File: config.mk
export PLATFORM = sky130hd
export DESIGN_NAME = golden_nonce_reporter_flat
export DESIGN_NICKNAME = d
export VERILOG_FILES = /design/src/rtl/golden_nonce_reporter_if.sv /design/src/rtl/golden_nonce_reporter.sv /design/src/flat_wrapper.sv
export SDC_FILE = /design/constraint.sdc
export NUM_CORES = 1
export LEC_CHECK = 0
export ABC_AREA = 1
export CORE_AREA = 2 2 136 105
export DETAILED_ROUTE_END_ITERATION = 10
export DIE_AREA = 0 0 138 107
export GPL_ROUTABILITY_DRIVEN = 0
export HOLD_SLACK_MARGIN = 0.12
export MAX_ROUTING_LAYER = met4
export PLACE_DENSITY = 0.79
export SETUP_SLACK_MARGIN = 0.15
export SLEW_MARGIN = 30
export SYNTH_ARGS = -nofsm -noshare
export SYNTH_HDL_FRONTEND = slang
export SYNTH_SLANG_ARGS = --single-unit
File: constraint.sdc
create_clock -name hash_clk -period 3.98 [get_ports hash_clk]
set_clock_uncertainty 0.2 [all_clocks]
set_input_delay 0.995 -clock hash_clk [delete_from_list [all_inputs] [get_ports hash_clk]]
set_output_delay 0.995 -clock hash_clk [all_outputs]
set_load 0.05 [all_outputs]
File: src/rtl/golden_nonce_reporter_if.sv
// Byte-wide transmit channel from the nonce reporter to the UART path.
// A byte moves on every rising clock where tx_valid && tx_ready; once tx_valid is up, tx_data and tx_valid hold until that handshake.
interface golden_nonce_reporter_if;
  logic [7:0] tx_data;
  logic       tx_valid;
  logic       tx_ready;

  modport master (output tx_data, output tx_valid, input tx_ready);
  modport slave  (input tx_data, input tx_valid, output tx_ready);
endinterface

File: src/rtl/golden_nonce_reporter.sv
// Buffers golden-ticket nonces in a small FIFO and serialises each one as a
// framed byte stream (optional header, then nonce MSB first) on a valid/ready link.
module golden_nonce_reporter #(
  parameter int          DEPTH_LOG2  = 2,
  parameter logic [7:0]  HEADER_BYTE = 8'h4E,
  parameter bit          SEND_HEADER = 1'b1
) (
  input  logic                    hash_clk,
  input  logic                    reset_n,
  input  logic                    new_golden_ticket,
  input  logic [31:0]             golden_nonce,
  input  logic                    flush,
  golden_nonce_reporter_if.master tx,
  output logic [DEPTH_LOG2:0]     fifo_count,
  output logic                    overflow,
  output logic [2:0]              dbg_state
);

  localparam int                  DEPTH     = 1 << DEPTH_LOG2;
  localparam logic [DEPTH_LOG2:0] DEPTH_CNT = (DEPTH_LOG2 + 1)'(DEPTH);

  typedef enum logic [2:0] {
    S_IDLE = 3'd0,
    S_HDR  = 3'd1,
    S_B3   = 3'd2,
    S_B2   = 3'd3,
    S_B1   = 3'd4,
    S_B0   = 3'd5
  } state_t;

  localparam state_t S_FIRST = SEND_HEADER ? S_HDR : S_B3;

  logic [31:0]           r_mem [DEPTH];
  logic [DEPTH_LOG2-1:0] r_wr_ptr;
  logic [DEPTH_LOG2-1:0] r_rd_ptr;
  logic [DEPTH_LOG2:0]   r_count;
  logic                  r_ticket_q;
  logic                  r_overflow;
  logic [31:0]           r_nonce;
  state_t                r_state;
  logic [7:0]            r_tx_data;
  logic                  r_tx_valid;

  state_t                w_state_nxt;
  logic [31:0]           w_nonce_nxt;
  logic [7:0]            w_tx_data_nxt;
  logic                  w_tx_valid_nxt;
  logic                  w_pop;
  logic                  w_push;
  logic                  w_drop;
  logic                  w_push_req;
  logic                  w_hs;
  logic                  w_empty;
  logic                  w_full;

  assign w_hs       = r_tx_valid & tx.tx_ready;
  assign w_empty    = (r_count == '0);
  assign w_full     = (r_count == DEPTH_CNT);
  // A ticket arriving with flush belongs to the old work and is discarded.
  assign w_push_req = new_golden_ticket & ~r_ticket_q & ~flush;
  assign w_push     = w_push_req & (~w_full | w_pop);
  assign w_drop     = w_push_req & w_full & ~w_pop;

  // State register
  always_ff @(posedge hash_clk or negedge reset_n) begin
    if (!reset_n) begin
      r_state <= S_IDLE;
      r_nonce <= '0;
    end else begin
      r_state <= w_state_nxt;
      r_nonce <= w_nonce_nxt;
    end
  end

  // Next state; a pop is only taken when the serialiser is free to load.
  always_comb begin
    w_state_nxt = r_state;
    w_pop       = 1'b0;
    case (r_state)
      S_IDLE: begin
        if (!w_empty && !flush) begin
          w_pop       = 1'b1;
          w_state_nxt = S_FIRST;
        end
      end
      S_HDR:  if (w_hs) w_state_nxt = S_B3;
      S_B3:   if (w_hs) w_state_nxt = S_B2;
      S_B2:   if (w_hs) w_state_nxt = S_B1;
      S_B1:   if (w_hs) w_state_nxt = S_B0;
      S_B0: begin
        if (w_hs) begin
          if (!w_empty && !flush) begin
            w_pop       = 1'b1;
            w_state_nxt = S_FIRST;
          end else begin
            w_state_nxt = S_IDLE;
          end
        end
      end
      default: w_state_nxt = S_IDLE;
    endcase
  end

  assign w_nonce_nxt = w_pop ? r_mem[r_rd_ptr] : r_nonce;

  // Outputs are decoded from the next state so they register alongside it.
  always_comb begin
    w_tx_data_nxt  = 8'h00;
    w_tx_valid_nxt = 1'b1;
    case (w_state_nxt)
      S_HDR:   w_tx_data_nxt = HEADER_BYTE;
      S_B3:    w_tx_data_nxt = w_nonce_nxt[31:24];
      S_B2:    w_tx_data_nxt = w_nonce_nxt[23:16];
      S_B1:    w_tx_data_nxt = w_nonce_nxt[15:8];
      S_B0:    w_tx_data_nxt = w_nonce_nxt[7:0];
      default: w_tx_valid_nxt = 1'b0;
    endcase
  end

  always_ff @(posedge hash_clk or negedge reset_n) begin
    if (!reset_n) begin
      r_tx_data  <= 8'h00;
      r_tx_valid <= 1'b0;
    end else begin
      r_tx_data  <= w_tx_data_nxt;
      r_tx_valid <= w_tx_valid_nxt;
    end
  end

  always_ff @(posedge hash_clk or negedge reset_n) begin
    if (!reset_n) begin
      r_ticket_q <= 1'b0;
      r_wr_ptr   <= '0;
      r_rd_ptr   <= '0;
      r_count    <= '0;
      r_overflow <= 1'b0;
    end else begin
      r_ticket_q <= new_golden_ticket;
      if (flush) begin
        r_wr_ptr   <= '0;
        r_rd_ptr   <= '0;
        r_count    <= '0;
        r_overflow <= 1'b0;
      end else begin
        if (w_push) r_wr_ptr <= r_wr_ptr + 1'b1;
        if (w_pop)  r_rd_ptr <= r_rd_ptr + 1'b1;
        case ({w_push, w_pop})
          2'b10:   r_count <= r_count + 1'b1;
          2'b01:   r_count <= r_count - 1'b1;
          default: r_count <= r_count;
        endcase
        if (w_drop) r_overflow <= 1'b1;
      end
    end
  end

  // Storage needs no reset: an entry is only read after it has been written.
  always_ff @(posedge hash_clk) begin
    if (w_push && !flush) r_mem[r_wr_ptr] <= golden_nonce;
  end

  assign tx.tx_data  = r_tx_data;
  assign tx.tx_valid = r_tx_valid;
  assign fifo_count  = r_count;
  assign overflow    = r_overflow;
  assign dbg_state   = r_state;

endmodule

File: src/flat_wrapper.sv
// flat-port wrapper written by rule: the top's interface ports become plain ports
module golden_nonce_reporter_flat 
#(
  parameter int          DEPTH_LOG2  = 2,
  parameter logic [7:0]  HEADER_BYTE = 8'h4E,
  parameter bit          SEND_HEADER = 1'b1
)
  (hash_clk, reset_n, new_golden_ticket, golden_nonce, flush, fifo_count, overflow, dbg_state, tx_tx_data, tx_tx_valid, tx_tx_ready);
  golden_nonce_reporter_if tx_i ();
  input  logic hash_clk;
  input  logic reset_n;
  input  logic new_golden_ticket;
  input  logic [31:0] golden_nonce;
  input  logic flush;
  output logic [DEPTH_LOG2:0] fifo_count;
  output logic overflow;
  output logic [2:0] dbg_state;
  output wire logic [$bits(tx_i.tx_data)-1:0] tx_tx_data;
  output wire logic [$bits(tx_i.tx_valid)-1:0] tx_tx_valid;
  input wire logic [$bits(tx_i.tx_ready)-1:0] tx_tx_ready;
  assign tx_tx_data = tx_i.tx_data;
  assign tx_tx_valid = tx_i.tx_valid;
  assign tx_i.tx_ready = tx_tx_ready;
  golden_nonce_reporter #(.DEPTH_LOG2(DEPTH_LOG2), .HEADER_BYTE(HEADER_BYTE), .SEND_HEADER(SEND_HEADER)) u_core (.hash_clk(hash_clk), .reset_n(reset_n), .new_golden_ticket(new_golden_ticket), .golden_nonce(golden_nonce), .flush(flush), .tx(tx_i), .fifo_count(fifo_count), .overflow(overflow), .dbg_state(dbg_state));
endmodule
==> impl_results.html <==
<table>
<tr><th>Metric</th><th>Value</th></tr>
<tr><th colspan="2">Global route</th></tr>
<tr><td>Vias in the first global route</td><td>5203</td></tr>
<tr><td>Total GRT Usage</td><td>23.4%</td></tr>
<tr><td>Largest net degree at the start of global routing</td><td>66</td></tr>
<tr><td>Global-route wire length before repair</td><td>25600 um</td></tr>
<tr><td>Initial antenna violation count</td><td>0</td></tr>
<tr><td>GR Overflow Total</td><td>0</td></tr>
<tr><th colspan="2">Die</th></tr>
<tr><td>Initial core utilization</td><td>57.9%</td></tr>
<tr><td>FP Rows</td><td>37</td></tr>
<tr><td>Floorplan die area</td><td>14800 um2</td></tr>
<tr><td>Core outline area</td><td>13400 um2</td></tr>
<tr><td>Die Span Y</td><td>107 um</td></tr>
<tr><td>Top-level I/O count</td><td>53</td></tr>
<tr><td>Width of the die</td><td>138 um</td></tr>
<tr><th colspan="2">Power</th></tr>
<tr><td>Internal power</td><td>0.00361 W</td></tr>
<tr><td>Static leakage power</td><td>3.96 nW</td></tr>
<tr><td>Relative contribution of sequential cells to total power</td><td>43.0%</td></tr>
<tr><td>Clock network fraction of total power</td><td>26.3%</td></tr>
<tr><td>Worst IR Drop VDD</td><td>0.000553 V</td></tr>
<tr><td>Share of power burned in combinational logic</td><td>30.7%</td></tr>
<tr><td>Power Dens Cells</td><td>617 nW/um2</td></tr>
<tr><td>Net switching fraction of the power</td><td>35.2%</td></tr>
<tr><td>Net switching power of the design</td><td>0.00196 W</td></tr>
<tr><th colspan="2">Detailed routing</th></tr>
<tr><td>Via/cell ratio</td><td>5.27</td></tr>
<tr><td>Number of design rule violations left after detail routing</td><td>0</td></tr>
<tr><td>Number of routed nets with antenna violations</td><td>0</td></tr>
<tr><td>Count of vias placed by the detailed router</td><td>5353</td></tr>
<tr><td>Router iterations before antenna repair</td><td>6</td></tr>
<tr><td>Total wirelength of the detailed-routed design</td><td>15900 um</td></tr>
<tr><td>Drt initial violations</td><td>412</td></tr>
<tr><td>Routed wire per std cell</td><td>15.6 um</td></tr>
<tr><th colspan="2">Yosys</th></tr>
<tr><td>Synthesized netlist cell count</td><td>772</td></tr>
<tr><td>Post-synthesis sequential element count</td><td>181</td></tr>
<tr><td>Post-synth cell types</td><td>29</td></tr>
<tr><td>Synth Warn #</td><td>0</td></tr>
<tr><td>Post-Syn Area</td><td>7770 um2</td></tr>
<tr><td>Average instance area after synthesis</td><td>10.1 um2</td></tr>
<tr><td>Sequential element share of the synthesized area</td><td>66.5%</td></tr>
<tr><td>Syn nets</td><td>814</td></tr>
<tr><th colspan="2">Run status</th></tr>
<tr><td>Result of the run</td><td>completed</td></tr>
<tr><th colspan="2">Worst setup path</th></tr>
<tr><td>Endpoint class of the critical path</td><td>output pin</td></tr>
<tr><td>CP cell instances</td><td>clkdlybuf4s50_1</td></tr>
<tr><td>Launching element type of the critical path</td><td>flop</td></tr>
<tr><td>Arrival time at the worst endpoint</td><td>1.83 ns</td></tr>
<tr><td>Critical path fanouts, max</td><td>10</td></tr>
<tr><td>CP bufs+invs</td><td>1</td></tr>
<tr><td>Critical-path cell with the highest stage delay</td><td>clkdlybuf4s50_1</td></tr>
<tr><td>Setup Crit Path Kind</td><td>reg -&gt; out</td></tr>
<tr><td>Req. time, crit path</td><td>2.78 ns</td></tr>
<tr><td>Largest incremental delay on the critical path</td><td>0.87 ns</td></tr>
<tr><td>Top cell family by delay on the critical path</td><td>buffers and inverters</td></tr>
<tr><th colspan="2">Timing</th></tr>
<tr><td>Final Hold Viols</td><td>0</td></tr>
<tr><td>Minimum hold slack</td><td>0.298 ns</td></tr>
<tr><td>Maximum clock frequency</td><td>330 MHz</td></tr>
<tr><td>Max-Slew Margin vs Limit</td><td>47.2%</td></tr>
<tr><td>Worst Tran Pin Value</td><td>0.791 ns</td></tr>
<tr><td>Final setup violation count</td><td>0</td></tr>
<tr><td>Least setup slack across all paths after layout</td><td>0.954 ns</td></tr>
<tr><td>Post-layout min period</td><td>3.03 ns</td></tr>
<tr><td>Final Slew Violations</td><td>0</td></tr>
<tr><td>RSZ-0062 raised after global routing</td><td>false</td></tr>
<tr><td>Total Neg Setup Slack</td><td>0 ns</td></tr>
<tr><td>Period utilisation layout</td><td>76.0%</td></tr>
<tr><th colspan="2">Clocking</th></tr>
<tr><td>Number of hold buffers added after CTS</td><td>0</td></tr>
<tr><td>Clock tree sinks</td><td>181</td></tr>
<tr><td>Root buffer cell</td><td>clkbuf_16</td></tr>
<tr><td>Latest clock arrival within the worst-skew pair</td><td>0.42 ns</td></tr>
<tr><td>Maximum buffer depth of the clock tree</td><td>2</td></tr>
<tr><td>Number of H-tree levels</td><td>4</td></tr>
<tr><td>CTS clk-pin slew, worst paths</td><td>0.06 ns</td></tr>
<tr><td>Clock buffers created by TritonCTS</td><td>17</td></tr>
<tr><td>Gates resized, CTS repair</td><td>0</td></tr>
<tr><td>Clock tree from TritonCTS</td><td>built</td></tr>
<tr><td>Post-CTS Repair Setup Buffers</td><td>0</td></tr>
<tr><th colspan="2">Layout</th></tr>
<tr><td>Number of inserted filler cells in the final layout</td><td>1032</td></tr>
<tr><td>Total inserted antenna cells</td><td>0</td></tr>
<tr><td>Post-layout net count</td><td>869</td></tr>
<tr><td>Fraction of final layout cells with drive strength greater than 1</td><td>7.14%</td></tr>
<tr><td>Layout overhead on the synthesized area</td><td>15.9%</td></tr>
<tr><td>Layout Cells excl Fill</td><td>1015</td></tr>
<tr><th colspan="2">Place</th></tr>
<tr><td>Count of input and output buffers</td><td>52</td></tr>
<tr><td>Number of cells after detailed placement</td><td>983</td></tr>
<tr><td>Final HPWL from detailed placement</td><td>9850 um</td></tr>
<tr><td>Setup WS pre-CTS</td><td>0.575 ns</td></tr>
<tr><th colspan="2">Run</th></tr>
<tr><td>Max-cap violations</td><td>0</td></tr>
<tr><th colspan="2">Worst hold path</th></tr>
<tr><td>Hold WC Path Type</td><td>reg -&gt; reg</td></tr>
</table>
## path summary, 6_finish.rpt
check,to,slack [ns],start,cells after the start
worst min-delay path,u_core.r_nonce[26],0.30,u_core.r_nonce[26],1
max in group asynchronous,u_core.r_nonce[20],2.37,reset_n,2
min in group asynchronous,u_core.r_nonce[2],0.40,reset_n,1
worst max-delay path,dbg_state[2],0.95,u_core.dbg_state[2],1
worst max register to register,u_core.tx.tx_data[1],1.54,u_core.r_rd_ptr[0],9
worst min register to register,u_core.r_nonce[26],0.30,u_core.r_nonce[26],1
## kinds of logic after synthesis
| family | share of synthesized area, % |
|---|---|
| AOI/OAI and AO/OA | 4.75 |
| xor gates and xnor gates | 0.226 |
| adders and majority gates | 0.902 |
| buffers and inverters | 8.55 |
| DFF | 66.5 |
| and+or+nand+nor | 19.0 |
## final cells by class
cell class                 instances  area (um2)  share of cell area, %
timing repair buffer              66         646                   7.17
clock buffer                      19         433                   4.81
sequential                       181        5170                   57.4
multi-input combinational        425        1940                   21.6
clock inverter                    13        83.8                  0.931
inverter                         136         510                   5.67
tap                              175         219                   2.43
## state kept, by name (all words and copies together) (netlist names)
signal / count
u_core.r_mem: 128
u_core.tx.tx_valid: 1
u_core.fifo_count: 3
u_core.r_rd_ptr: 2
u_core.tx.tx_data: 8
u_core.r_wr_ptr: 2
u_core.dbg_state: 3
u_core.overflow: 1
u_core.r_nonce: 32
u_core.r_ticket_q: 1
## metrics by stage
stage / cell area, um2 / utilization, % / power [W]
6_report: 9010 / 67.1 / 0.00556
5_1_grt: 9010 / 67.1 / 0.00588
3_3_place_gp: 8490 / 63.2 / 0.00403
4_1_cts: 9010 / 67.1 / 0.00558
2_1_floorplan: 7770 / - / 0.00361
3_5_place_dp: 8490 / 63.2 / 0.00411
## routing by layer
metal	vias to the layer above	global-route usage, %	routed length (um)
li1	2578	-	-
met1	2528	28.7	6640
met2	212	37.7	7780
met3	35	5.94	1080
met4	0	9.69	376
met5	-	-	0
## cell usage after synthesis
cell type / n / area [um2]
buf_1: 1 / 3.75
a32o_1: 1 / 10.0
o21ai_1: 11 / 55.1
nand2_1: 192 / 721
nand3_1: 54 / 270
nand2_2: 2 / 12.5
dfrtp_1: 53 / 1330
edfxtp_1: 128 / 3840
clkbuf_1: 10 / 37.5
nor2_2: 3 / 18.8
a21oi_1: 2 / 10.0
o22ai_1: 9 / 56.3
ha_1: 4 / 50.1
nand4_1: 12 / 75.1
buf_4: 2 / 15.0
and2_1: 8 / 50.1
buf_6: 2 / 22.5
nor3_2: 2 / 20.0
o21a_1: 9 / 67.6
xor2_1: 2 / 17.5
buf_2: 15 / 75.1
nand3_2: 1 / 10.0
nand3b_1: 1 / 7.51
fa_1: 1 / 20.0
nor3_1: 3 / 15.0
inv_2: 4 / 15.0
o21ai_0: 34 / 170
nor2_1: 74 / 278
inv_1: 132 / 495
## placed cells by master (no fill, tap or decap), drive strengths merged
cell	synthesis	layout
a21oi	2	2
a32o	1	1
and2	8	8
buf	20	15
clkbuf	10	19
clkdlybuf4s50	0	51
clkinv	0	8
clkinvlp	0	3
dfrtp	53	53
edfxtp	128	128
fa	1	1
ha	4	4
inv	136	138
nand2	194	194
nand3	55	55
nand3b	1	1
nand4	12	12
nor2	77	77
nor3	5	5
o21a	9	9
o21ai	45	45
o22ai	9	9
xor2	2	2
## power groups by stage
stage	combinational, W	sequential (W)	clock, W
finish	0.00170	0.00239	0.00146
global route	0.00189	0.00241	0.00158
CTS	0.00170	0.00239	0.00149
detailed placement	0.00168	0.00243	0
global placement	0.00162	0.00242	0
floorplan	0.00101	0.00260	0
Power figures use the tool's default switching activity.
